File: config.mk
export PLATFORM = sky130hd
export DESIGN_NAME = ram_burst_tracker
export DESIGN_NICKNAME = d
export VERILOG_FILES = /design/src/rtl/ram_burst_tracker.sv
export SDC_FILE = /design/constraint.sdc
export NUM_CORES = 1
export LEC_CHECK = 0
export CAP_MARGIN = 20
export CORE_MARGIN = 8
export CORE_UTILIZATION = 54
export DETAILED_ROUTE_END_ITERATION = 6
export HOLD_SLACK_MARGIN = 0.06
export MAX_ROUTING_LAYER = met4
export PLACE_DENSITY = 0.89
export SYNTH_ARGS = -nofsm -noshare
export SYNTH_HDL_FRONTEND = slang
export SYNTH_SLANG_ARGS = --single-unit
File: constraint.sdc
create_clock -name mclk -period 5.2 [get_ports mclk]
set_input_delay 0.52 -clock mclk [delete_from_list [all_inputs] [get_ports mclk]]
set_output_delay 0.52 -clock mclk [all_outputs]
set_load 0.005 [all_outputs]
File: src/rtl/ram_burst_tracker.sv
// rtl/ram_burst_tracker.sv - tracks filtered RAM strobes into address/data bursts buffered in a 2-entry FIFO
module ram_burst_tracker #(
  parameter int LATENCY   = 3,
  parameter int BURST_MAX = 128
) (
  input  logic        mclk,
  input  logic        reset,
  input  logic [22:0] filter_a,
  input  logic [15:0] filter_d,
  input  logic [1:0]  filter_ublb,
  input  logic        filter_read,
  input  logic        filter_write,
  input  logic        filter_addr_latch,
  input  logic        filter_strobe,
  output logic        out_valid,
  input  logic        out_ready,
  output logic [22:0] out_addr,
  output logic [15:0] out_data,
  output logic [1:0]  out_ublb,
  output logic        out_write,
  output logic [7:0]  overflow_count
);

  localparam int WW = (LATENCY < 1) ? 1 : $clog2(LATENCY + 1);
  localparam int CW = (BURST_MAX < 2) ? 1 : $clog2(BURST_MAX + 1);

  typedef enum logic [1:0] {IDLE, WAIT, DATA} state_t;

  state_t          state;
  logic [22:0]     cur_addr;
  logic [WW-1:0]   wait_cnt;
  logic [CW-1:0]   word_cnt;

  logic [41:0]     head;
  logic [41:0]     tail;
  logic [1:0]      count;

  logic            push;
  logic            pop;
  logic [41:0]     push_word;

  assign push = filter_strobe && !filter_addr_latch && (state == DATA)
                && (filter_read || filter_write);
  assign pop  = (count != 2'd0) && out_ready;
  // filter_write alone selects the direction, so read+write reports as a write
  assign push_word = {cur_addr, filter_d, filter_ublb, filter_write};

  always_ff @(posedge mclk or posedge reset) begin
    if (reset) begin
      state    <= IDLE;
      cur_addr <= '0;
      wait_cnt <= '0;
      word_cnt <= '0;
    end else if (filter_strobe) begin
      if (filter_addr_latch) begin
        cur_addr <= filter_a;
        word_cnt <= '0;
        wait_cnt <= WW'(LATENCY);
        state    <= (LATENCY == 0) ? DATA : WAIT;
      end else begin
        case (state)
          WAIT: begin
            wait_cnt <= wait_cnt - WW'(1);
            if (wait_cnt == WW'(1)) state <= DATA;
          end
          DATA: begin
            if (push) begin
              cur_addr <= cur_addr + 23'd1;
              word_cnt <= word_cnt + CW'(1);
              if (word_cnt == CW'(BURST_MAX - 1)) state <= IDLE;
            end else begin
              state <= IDLE;
            end
          end
          default: ;
        endcase
      end
    end
  end

  // head is always the oldest entry; a pop shifts tail forward
  always_ff @(posedge mclk or posedge reset) begin
    if (reset) begin
      head           <= '0;
      tail           <= '0;
      count          <= '0;
      overflow_count <= '0;
    end else begin
      if (push && !pop && (count == 2'd2) && (overflow_count != 8'hFF))
        overflow_count <= overflow_count + 8'd1;
      case ({push, pop})
        2'b10: begin
          if (count == 2'd0) head <= push_word;
          else if (count == 2'd1) tail <= push_word;
          if (count != 2'd2) count <= count + 2'd1;
        end
        2'b01: begin
          head  <= tail;
          count <= count - 2'd1;
        end
        2'b11: begin
          if (count == 2'd1) begin
            head <= push_word;
          end else begin
            head <= tail;
            tail <= push_word;
          end
        end
        default: ;
      endcase
    end
  end

  assign out_valid = (count != 2'd0);
  assign {out_addr, out_data, out_ublb, out_write} = head;

endmodule

==> flow_summary_export.csv <==
group,metric,value,unit
run_status,outcome,"complete, but fails checks",
run_status,failed_checks,"design-rule violations",
timing,max_freq,329.3,MHz
timing,tightest_slew,1.007,ns
timing,slew_viol_final,0,
synth,synthArstFlopShare,1.000,
timing,slew_headroom,0.3272,
critical_path,cp.required,5.50,ns
power_and_ir_drop,switching_share,0.3021,
cts,cts_setup_buffers,0,
power_and_ir_drop,power.leakage,3.662,nW
synth,synth_area,6083,um2
synth,synth-main-ff-cell,"dfrtp_1",
power_and_ir_drop,p_switching,1.020,mW
cells_and_area,antenna-diode-count,0,
synth,synth-edff-count,0,
power_and_ir_drop,vdd_ir_drop_max,302.2,uV
die,die_x,122.1,um
critical_path,crit_fanout,46,
grt,antenna_found_initial,0,
power_and_ir_drop,pwr_density_cell,438.8,nW/um2
cells_and_area,instances_no_fill,802,
power_and_ir_drop,power_frac_clock,0.333,
timing,final-setup-viol-count,0,
critical_path,cp-start-kind,"primary input",
synth,yosysSeqAreaShare,0.5306,
grt,grt_max_degree,65,
drt,first_pass_iters,7,
cts,clk_path_buf_depth,2,
synth,synthTopCellsByCount,"129 x dfrtp_1, 44 x inv_1, 37 x nand2_1",
grt,track_usage,0.2313,
cells_and_area,multi_input_area,2532,um2
timing,skew,0.009229,ns
die,die_h,122.1,um
synth,syn_inst,560,
power_and_ir_drop,intPower,2.356,mW
cts,htree_num_levels,4,
synth,yosysMostFrequentCell,"dfrtp_1",
drt,wl_per_cell,20.20,um
drt,viasPerCell,6.204,
die,die_area,14920,um2
drt,drc,1,
cts,clkTransAtPathRegs,0.05,ns
placed_design,place.gp.congestion,0.8825,
die,ios,99,
synth,synth_area_leaders,"dfrtp_1 53%, mux2_2 5.9%, a222oi_1 5.6%, inv_1 2.7%, o22ai_1 2.6%",
power_and_ir_drop,combPwrFrac,0.250,
timing,setup-tns-final,0,ns
timing,fin_crit,3.037,ns
cts,clock_latency,0.42,ns
drt,drt-initial-drc-count,593,
timing,timing.final.crit_share,0.5840,
grt,grt_pass1_vias,5134,
cts,cts.sinks,129,
drt,drtAntennaViolNets,0,
cts,cts_buffers,17,
synth,synth_area_leader_cell,"dfrtp_1",
critical_path,cp-end-kind,"register",
cts,clockRootBuffer,"clkbuf_16",
synth,synth_top_cell_area_share,0.5306,
drt,wirelength,16200,um
grt,grt_pass1_wl,26300,um
timing,hold_viol,0,
synth,ys_seq_elements,129,
synth,ys_types,57,
cells_and_area,drive_above_1_share,0.1224,
die,start_util,0.5563,
grt,overflow,0,
cells_and_area,fill_cells,788,
critical_path,arrival,3.33,ns
critical_path,criticalPathCategory,"primary input to register",
placed_design,dp_hpwl,10720,um
timing,rsz0062_at_grt,"false",
cells_and_area,nNetsFinal,704,
power_and_ir_drop,seqPwrFrac,0.417,
cells_and_area,regArea,3228,um2
cts,cts_tree,"built",
placed_design,dp.cells,770,
cts,hold_buffers,0,
drt,vias,4976,
cells_and_area,area_growth,26.49,%
placed_design,io_buffers,98,
cts,post_cts_resized,0,
synth,avgSynthCellArea,10.86,um2
synth,yosysWarnings,0,
die,row_count,38,
run,maxCapViolCount,0,
min_path,hold_path.class,"primary input to async pin",
synth,syn-num-nets,615,
die,coreArea,10940,um2
per-layer routing:
| layer | GRT usage | wire, um |
|---|---|---|
| met5 | - | 0 |
| met4 | 0.09444 | 392 |
| met3 | 0.07173 | 1411 |
| met2 | 0.3645 | 7920 |
| met1 | 0.2709 | 6473 |
cell type report:
cell class | count | share of cell area
multi-input cells | 352 | 0.3291
clock buffers | 24 | 0.06260
flip-flops and latches | 129 | 0.4195
clock inverters | 8 | 0.01041
inverters | 45 | 0.02228
repair buffers | 104 | 0.1333
well taps | 140 | 0.02276
path summary, 6_finish.rpt:
check / startpoint / endpoint / slack (ns) / cells after the start
max reg2reg: count[1] / head[1] / 2.65 / 6
min in group mclk: tail[20] / head[20] / 0.49 / 2
min reg2reg: tail[20] / head[20] / 0.49 / 2
max: filter_strobe / tail[25] / 2.16 / 6
max in group asynchronous: reset / head[2] / 3.74 / 3
min: reset / overflow_count[1] / 0.38 / 2
flip-flops by register name, indices dropped and copies added (netlist names):
name	cells
head	42
tail	42
cur_addr	23
overflow_count	8
word_cnt	8
count	2
state	2
wait_cnt	2
power by group through the flow:
stage               Combinational (mW)  Sequential [mW]  Clock [mW]
finish                           0.846             1.41        1.12
global route                     0.926             1.43        1.19
global placement                 0.800             1.40           0
CTS                              0.850             1.40        1.14
detailed placement               0.837             1.41           0
floorplan                        0.472             1.37           0
metrics by stage:
step | utilization | hold WS [ns] | setup slack (ns) | cell area (um2) | total power, mW
6_report | 0.7037 | 0.3842 | 2.163 | 7695 | 3.376
5_1_grt | 0.7037 | 0.3913 | 1.979 | 7695 | 3.546
4_1_cts | 0.7037 | 0.3809 | 2.185 | 7695 | 3.394
3_5_place_dp | 0.6523 | 0.4683 | 1.789 | 7133 | 2.251
3_3_place_gp | 0.6523 | 0.4636 | 1.832 | 7133 | 2.198
2_1_floorplan | - | 0.4505 | 1.239 | 6083 | 1.840
cell families (layout without fill, tap and decap cells):
| family | count (synthesis) | in the layout | synth area share |
|---|---|---|---|
| DFF | 129 | 129 | 0.5306 |
| AOI/OAI and AO/OA | 130 | 130 | 0.1543 |
| and+or+nand+nor | 148 | 148 | 0.1320 |
| xor gates and xnor gates | 16 | 16 | 0.02304 |
| buffers and inverters | 79 | 181 | 0.05306 |
| adders and majority gates | 7 | 7 | 0.01440 |
| muxes | 51 | 51 | 0.09256 |
layout by cell type, fill, tap and decap left out, drive strengths merged, types with 2 or more instances in the layout:
cell | synthesis | layout
and2 | 3 | 3
inv | 44 | 44
xnor2 | 9 | 9
dfrtp | 129 | 129
nand3 | 11 | 11
o21ai | 22 | 22
nand4 | 18 | 18
xor2 | 7 | 7
mux2i | 9 | 9
ha | 7 | 7
nand3b | 2 | 2
a21oi | 28 | 28
nor2b | 4 | 4
nor4 | 4 | 4
nand2 | 37 | 37
buf | 18 | 6
a21o | 2 | 2
clkinv | 1 | 5
nor2 | 36 | 36
a222oi | 34 | 34
nor3 | 11 | 11
a31o | 2 | 2
clkbuf | 16 | 24
and3 | 10 | 10
mux2 | 42 | 42
and4 | 5 | 5
clkdlybuf4s50 | 0 | 98
o22ai | 25 | 25
o31ai | 3 | 3
clkinvlp | 0 | 3
o211ai | 2 | 2
o2111ai | 2 | 2
or2 | 3 | 3
nand2b | 2 | 2
worst max-delay path, cell delays in order:
cell and delay (ns):
clkdlybuf4s50_1 0.46, buf_4 0.39, nand2b_1 0.20, nor3_4 0.53, nand3_4 0.65, mux2_1 0.54
Power figures use the tool's default switching activity.
